==> src/rtl/local_mem_bank_arbiter.sv <==
// Crossbar arbiter between NUM_REQ load/store lanes and the local memory banks.
// Decodes lane addresses, arbitrates each bank round-robin, and routes 1-cycle bank responses back.
module local_mem_bank_arbiter #(
    parameter int          NUM_REQ    = 4,
    parameter int          NUM_BANKS  = 8,
    parameter int          DATA_WIDTH = 32,
    parameter logic [31:0] LOCAL_BASE = 32'h0002_0000,
    parameter logic [31:0] BANK_SIZE  = 32'h0000_2000
) (
    input  logic                                 clk_i,
    input  logic                                 rst_ni,
    input  logic [NUM_REQ-1:0]                   req_valid_i,
    output logic [NUM_REQ-1:0]                   req_ready_o,
    input  logic [NUM_REQ-1:0]                   req_we_i,
    input  logic [NUM_REQ-1:0][31:0]             req_addr_i,
    input  logic [NUM_REQ-1:0][DATA_WIDTH-1:0]   req_wdata_i,
    input  logic [NUM_REQ-1:0][3:0]              req_be_i,
    output logic [NUM_REQ-1:0]                   rsp_valid_o,
    output logic [NUM_REQ-1:0][DATA_WIDTH-1:0]   rsp_rdata_o,
    output logic [NUM_REQ-1:0]                   rsp_err_o,
    output logic [NUM_BANKS-1:0]                 bank_req_o,
    output logic [NUM_BANKS-1:0]                 bank_we_o,
    output logic [NUM_BANKS-1:0][10:0]           bank_addr_o,
    output logic [NUM_BANKS-1:0][DATA_WIDTH-1:0] bank_wdata_o,
    output logic [NUM_BANKS-1:0][3:0]            bank_be_o,
    input  logic [NUM_BANKS-1:0][DATA_WIDTH-1:0] bank_rdata_i
);

    localparam int          LW     = (NUM_REQ > 1) ? $clog2(NUM_REQ) : 1;
    localparam int          BW     = $clog2(NUM_BANKS);
    localparam int          OW     = $clog2(BANK_SIZE);
    localparam logic [31:0] WINDOW = 32'(NUM_BANKS) * BANK_SIZE;

    logic [NUM_REQ-1:0][31:0]          off;
    logic [NUM_REQ-1:0]                in_range;
    logic [NUM_REQ-1:0][BW-1:0]        lane_bank;
    logic [NUM_REQ-1:0][10:0]          lane_word;
    logic [NUM_REQ-1:0][NUM_BANKS-1:0] cand;

    logic [NUM_BANKS-1:0][LW-1:0]      ptr_q;
    logic [NUM_BANKS-1:0]              grant_v;
    logic [NUM_BANKS-1:0][LW-1:0]      grant_lane;
    logic [LW-1:0]                     scan_idx;
    logic [NUM_REQ-1:0]                lane_won;

    logic [NUM_REQ-1:0]                pend_v_q;
    logic [NUM_REQ-1:0]                pend_we_q;
    logic [NUM_REQ-1:0]                pend_err_q;
    logic [NUM_REQ-1:0][BW-1:0]        pend_bank_q;

    // Address decode; the two byte-offset bits are deliberately dropped.
    // NOTE: every always_comb output gets a default first so no path leaves it unassigned (no latch).
    always_comb begin
        for (int i = 0; i < NUM_REQ; i++) begin
            off[i]       = req_addr_i[i] - LOCAL_BASE;
            in_range[i]  = (req_addr_i[i] >= LOCAL_BASE) && (off[i] < WINDOW);
            lane_bank[i] = off[i][OW+BW-1:OW];
            lane_word[i] = off[i][OW-1:2];
            cand[i]      = '0;
            if (req_valid_i[i] && in_range[i]) begin
                cand[i][lane_bank[i]] = 1'b1;
            end
        end
    end

    // Round-robin per bank: first candidate at or above ptr, wrapping modulo NUM_REQ.
    always_comb begin
        grant_v    = '0;
        grant_lane = '0;
        scan_idx   = '0;
        for (int b = 0; b < NUM_BANKS; b++) begin
            for (int k = 0; k < NUM_REQ; k++) begin
                scan_idx = ptr_q[b] + LW'(k);
                if (!grant_v[b] && cand[scan_idx][b]) begin
                    grant_v[b]    = 1'b1;
                    grant_lane[b] = scan_idx;
                end
            end
        end
    end

    // Out-of-range lanes are accepted immediately so they never wait behind bank traffic.
    always_comb begin
        lane_won = '0;
        for (int b = 0; b < NUM_BANKS; b++) begin
            if (grant_v[b]) begin
                lane_won[grant_lane[b]] = 1'b1;
            end
        end
        req_ready_o = lane_won | (req_valid_i & ~in_range);
    end

    always_comb begin
        bank_req_o   = grant_v;
        bank_we_o    = '0;
        bank_addr_o  = '0;
        bank_wdata_o = '0;
        bank_be_o    = '0;
        for (int b = 0; b < NUM_BANKS; b++) begin
            if (grant_v[b]) begin
                bank_we_o[b]    = req_we_i[grant_lane[b]];
                bank_addr_o[b]  = lane_word[grant_lane[b]];
                bank_wdata_o[b] = req_wdata_i[grant_lane[b]];
                bank_be_o[b]    = req_be_i[grant_lane[b]];
            end
        end
    end

    // NOTE: sequential state uses non-blocking assignments so all registers update from the same pre-edge values.
    always_ff @(posedge clk_i or negedge rst_ni) begin
        if (!rst_ni) begin
            ptr_q       <= '0;
            pend_v_q    <= '0;
            pend_we_q   <= '0;
            pend_err_q  <= '0;
            pend_bank_q <= '0;
        end else begin
            for (int b = 0; b < NUM_BANKS; b++) begin
                if (grant_v[b]) begin
                    ptr_q[b] <= grant_lane[b] + LW'(1);
                end
            end
            pend_v_q   <= req_ready_o;
            pend_err_q <= req_valid_i & ~in_range;
            for (int i = 0; i < NUM_REQ; i++) begin
                if (req_ready_o[i]) begin
                    pend_we_q[i]   <= req_we_i[i];
                    pend_bank_q[i] <= lane_bank[i];
                end
            end
        end
    end

    // Read data is steered only for successful reads; writes and errors return zero.
    always_comb begin
        for (int i = 0; i < NUM_REQ; i++) begin
            rsp_rdata_o[i] = '0;
            if (pend_v_q[i] && !pend_we_q[i] && !pend_err_q[i]) begin
                rsp_rdata_o[i] = bank_rdata_i[pend_bank_q[i]];
            end
        end
    end

    assign rsp_valid_o = pend_v_q;
    assign rsp_err_o   = pend_err_q;

endmodule

==> config.mk <==
export PLATFORM = sky130hd
export DESIGN_NAME = local_mem_bank_arbiter
export DESIGN_NICKNAME = d
export VERILOG_FILES = /design/src/rtl/local_mem_bank_arbiter.sv
export SDC_FILE = /design/constraint.sdc
export NUM_CORES = 1
export LEC_CHECK = 0
export ABC_AREA = 0
export CORE_AREA = 2 2 413 415
export DETAILED_ROUTE_END_ITERATION = 12
export DIE_AREA = 0 0 415 417
export PLACE_DENSITY = 0.36
export SETUP_SLACK_MARGIN = 0.2
export SYNTH_ARGS = -nofsm -noshare
export SYNTH_HDL_FRONTEND = slang
export SYNTH_SLANG_ARGS = --single-unit
==> constraint.sdc <==
create_clock -name clk_i -period 8.4 [get_ports clk_i]
set_input_delay 1.68 -clock clk_i [delete_from_list [all_inputs] [get_ports clk_i]]
set_output_delay 1.68 -clock clk_i [all_outputs]
set_load 0.1 [all_outputs]
==> metrics.txt <==
outcome=finished, final reports clean; RSZ-0062 raised after global routing=yes; worst vdd ir=0.0646 mV; Leak Pwr=roughly 15 nW; crit start category=primary input; max-slew violation count=0; Synth area leader=mux2i_1; dominant synthesized flop cell=dfrtp_1; reg-to-reg slack, setup=between 4 and 5 ns; vias in the first global route=approximately 29,000; die width=slightly above 400 µm; initial antenna violation count=35; worst flop-to-flop path startpoint=ptr_q[13]; Final Core Density=24.9%; max cap viols=0; I/O Pins=around 1,100; placed cell area=approximately 42,000 µm²; Post-Syn Nets=about 3,300; clk_lat worst skew=between 0.3 and 0.4 ns; clock skew=~0.020 ns; GR Overflow Total=0; Die ar.=roughly 170,000 µm²; top cell type's share of synthesized area=a little over a third; Final #Nets=4,085; Final Hold Vio Count=0; synthesized instance count=roughly 2,800; die height=417 µm; DP Cell Count=5,715; top post-synthesis cells by area=mux2i_1 (36%), mux4_2 (23%), o22ai_1 (7.6%); most frequent cell after synthesis=mux2i_1; hold buffers post-CTS=0; sequential fraction of the synthesis area=between 4 and 5%; gr usage total=a little over 20%; DRC=0; Warnings, synthesis=0; Worst-path clk slew=~0.07 ns; Async SR Flop Fraction=100%; worst slew pin tran=1.17 ns; worst hold slack=between 0.5 and 0.6 ns; largest net degree at the start of global routing=55; mapped cell area=between 20,000 and 25,000 µm²; HP Class=reg2reg; Post-DRT Antenna Nets=0; Peak Freq=roughly 120 MHz; CP Max Fanout=16; Final Wtd Congestion=0.862; port bufs=1,061; layout overhead on the synthesized area=70.1%; number of library cell types mapped by synthesis=85; maximum root-to-sink buffer count=2; detailed placer's ending HPWL=around 140 mm; cell family with most CP delay=simple AND/OR/NAND/NOR gates; 1st-pass router iterations=5; Final setup violation count=0; cell area after layout=around 42,000 µm²; Worst Hold End=pend_we_q[0]; Post-Route WL=between 150 and 200 mm; Clock Tree Root=clkbuf_16; CP max stage delay=between 0.5 and 0.6 ns; DRT iter0 DRCs=roughly 1,800; vias=around 28,000; first-pass GRT wire length=253 mm; FP Rows=~150; total CTS buffers=5; CP Data Arrival Time=roughly 6.4 ns; slowest CP cell=or3_1; PwrDens=between 50 and 60 nW/µm²; Yosys reg bits=40; Post-synth EDFFs=0; Worst Hold Path Cells=1; Mean Syn Cell Area=approximately 8.9 µm²; routed len/inst=between 30 and 40 µm; relative slew slack=21.8%; WS Path Type=in2out; Worst Setup End Kind=output pin; DR vias/cell=around 4.9; minimum clock period=8.07 ns; htree depth=2; CTS tree=built; share of layout cells above drive strength 1=26.6%; period utilization=96.1%; final non-filler cell total=5,746; core box area=169,000 µm²; hold_sp=pend_we_q[0]; Commonest cells post-synth=mux2i_1 (900), clkbuf_1 (343), o22ai_1 (299); WP buf/inv=5; Initial Util=14.7%; setup TNS=0 ns; FF-to-FF path depth=12; Req. time, crit path=between 6 and 7 ns; Critical R2R Capture=pend_bank_q[11]; CTS sink count=40; CP Cell Sequence=clkdlybuf4s50_1 -> inv_1 -> ha_1 -> or4bb_1 -> o31ai_1 -> a31oi_1 -> or3_1 -> or2_2 -> a211oi_1 -> o22ai_4 -> buf_4 -> ha_1 -> a221oi_1 -> and3_1 -> inv_1 -> buf_12
repair_timing:
action,4_1_cts,5_1_grt
buffers inserted,0,7
setup endpoints to repair,0,27
resized for setup,0,6
flip-flops by register name, summed over array words and instances, names as in the netlist:
| signal | cells |
|---|---|
| pend_bank_q | 12 |
| pend_we_q | 4 |
| ptr_q | 16 |
| rsp_err_o | 4 |
| rsp_valid_o | 4 |
layout by cell type, fill, tap and decap left out, types with 25 or more instances in the layout:
cell type        count
buf_12             405
mux2i_1            900
buf_4              135
dfrtp_1             28
o22ai_1            295
inv_1               38
mux4_2             256
a221oi_2            40
or3_1               57
ha_1                36
o21ai_1             51
clkdlybuf4s50_1    661
nand2_1             40
nor2_1             178
nor3_1              25
worst max path at each step:
stage	from	to	slack, ns	cells past startpoint
after detailed placement	req_addr_i[82]	bank_wdata_o[184]	0.24	15
after CTS	req_addr_i[82]	bank_wdata_o[184]	0.22	15
after floorplan	req_addr_i[81]	bank_wdata_o[192]	-0.01	13
final	req_addr_i[113]	req_ready_o[2]	0.33	16
after global routing	req_addr_i[113]	req_ready_o[2]	0.07	16
after global placement	req_addr_i[82]	bank_wdata_o[184]	0.30	15
area by class of cell:
type | count | area, µm²
Clock buffer | 5 | 125
Fill cell | 18058 | 127000
Tap cell | 2218 | 2780
Inverter | 40 | 150
Timing Repair Buffer | 1204 | 15800
Clock inverter | 3 | 46.3
Multi-Input combinational cell | 2220 | 22100
Antenna cell | 16 | 40.0
Sequential cell | 40 | 1040
cell families after synthesis:
family	Yosys count	share of synthesized area (%)
DFF	40	4.05
adders and majority gates	36	1.82
buffers and inverters	515	8.51
AOI/OAI and AO/OA	534	14.5
and+or+nand+nor	465	9.96
xor gates and xnor gates	8	0.284
muxes	1177	60.8
metal layers:
layer	vias to the layer above	wire length (µm)	track usage (%)
met5	-	98	0
met1	14553	71900	23.4
li1	12439	-	-
met3	179	10400	3.97
met2	1028	98100	38.4
met4	14	5380	5.29
metrics by stage:
step | total power [W] | setup slack (ns)
2_1_floorplan | 0.00131 | -0.0129
3_3_place_gp | 0.00197 | 0.298
3_5_place_dp | 0.00198 | 0.241
4_1_cts | 0.00223 | 0.221
5_1_grt | 0.00232 | 0.0713
6_report | 0.00221 | 0.328
where the power goes:
| group | internal [W] | switching, W | total (W) |
|---|---|---|---|
| clock | 0.000142 | 0.000101 | 0.000243 |
| sequential | 0.000204 | 0.0000747 | 0.000279 |
| combinational | 0.000763 | 0.000923 | 0.00169 |
Power figures use the tool's default switching activity.
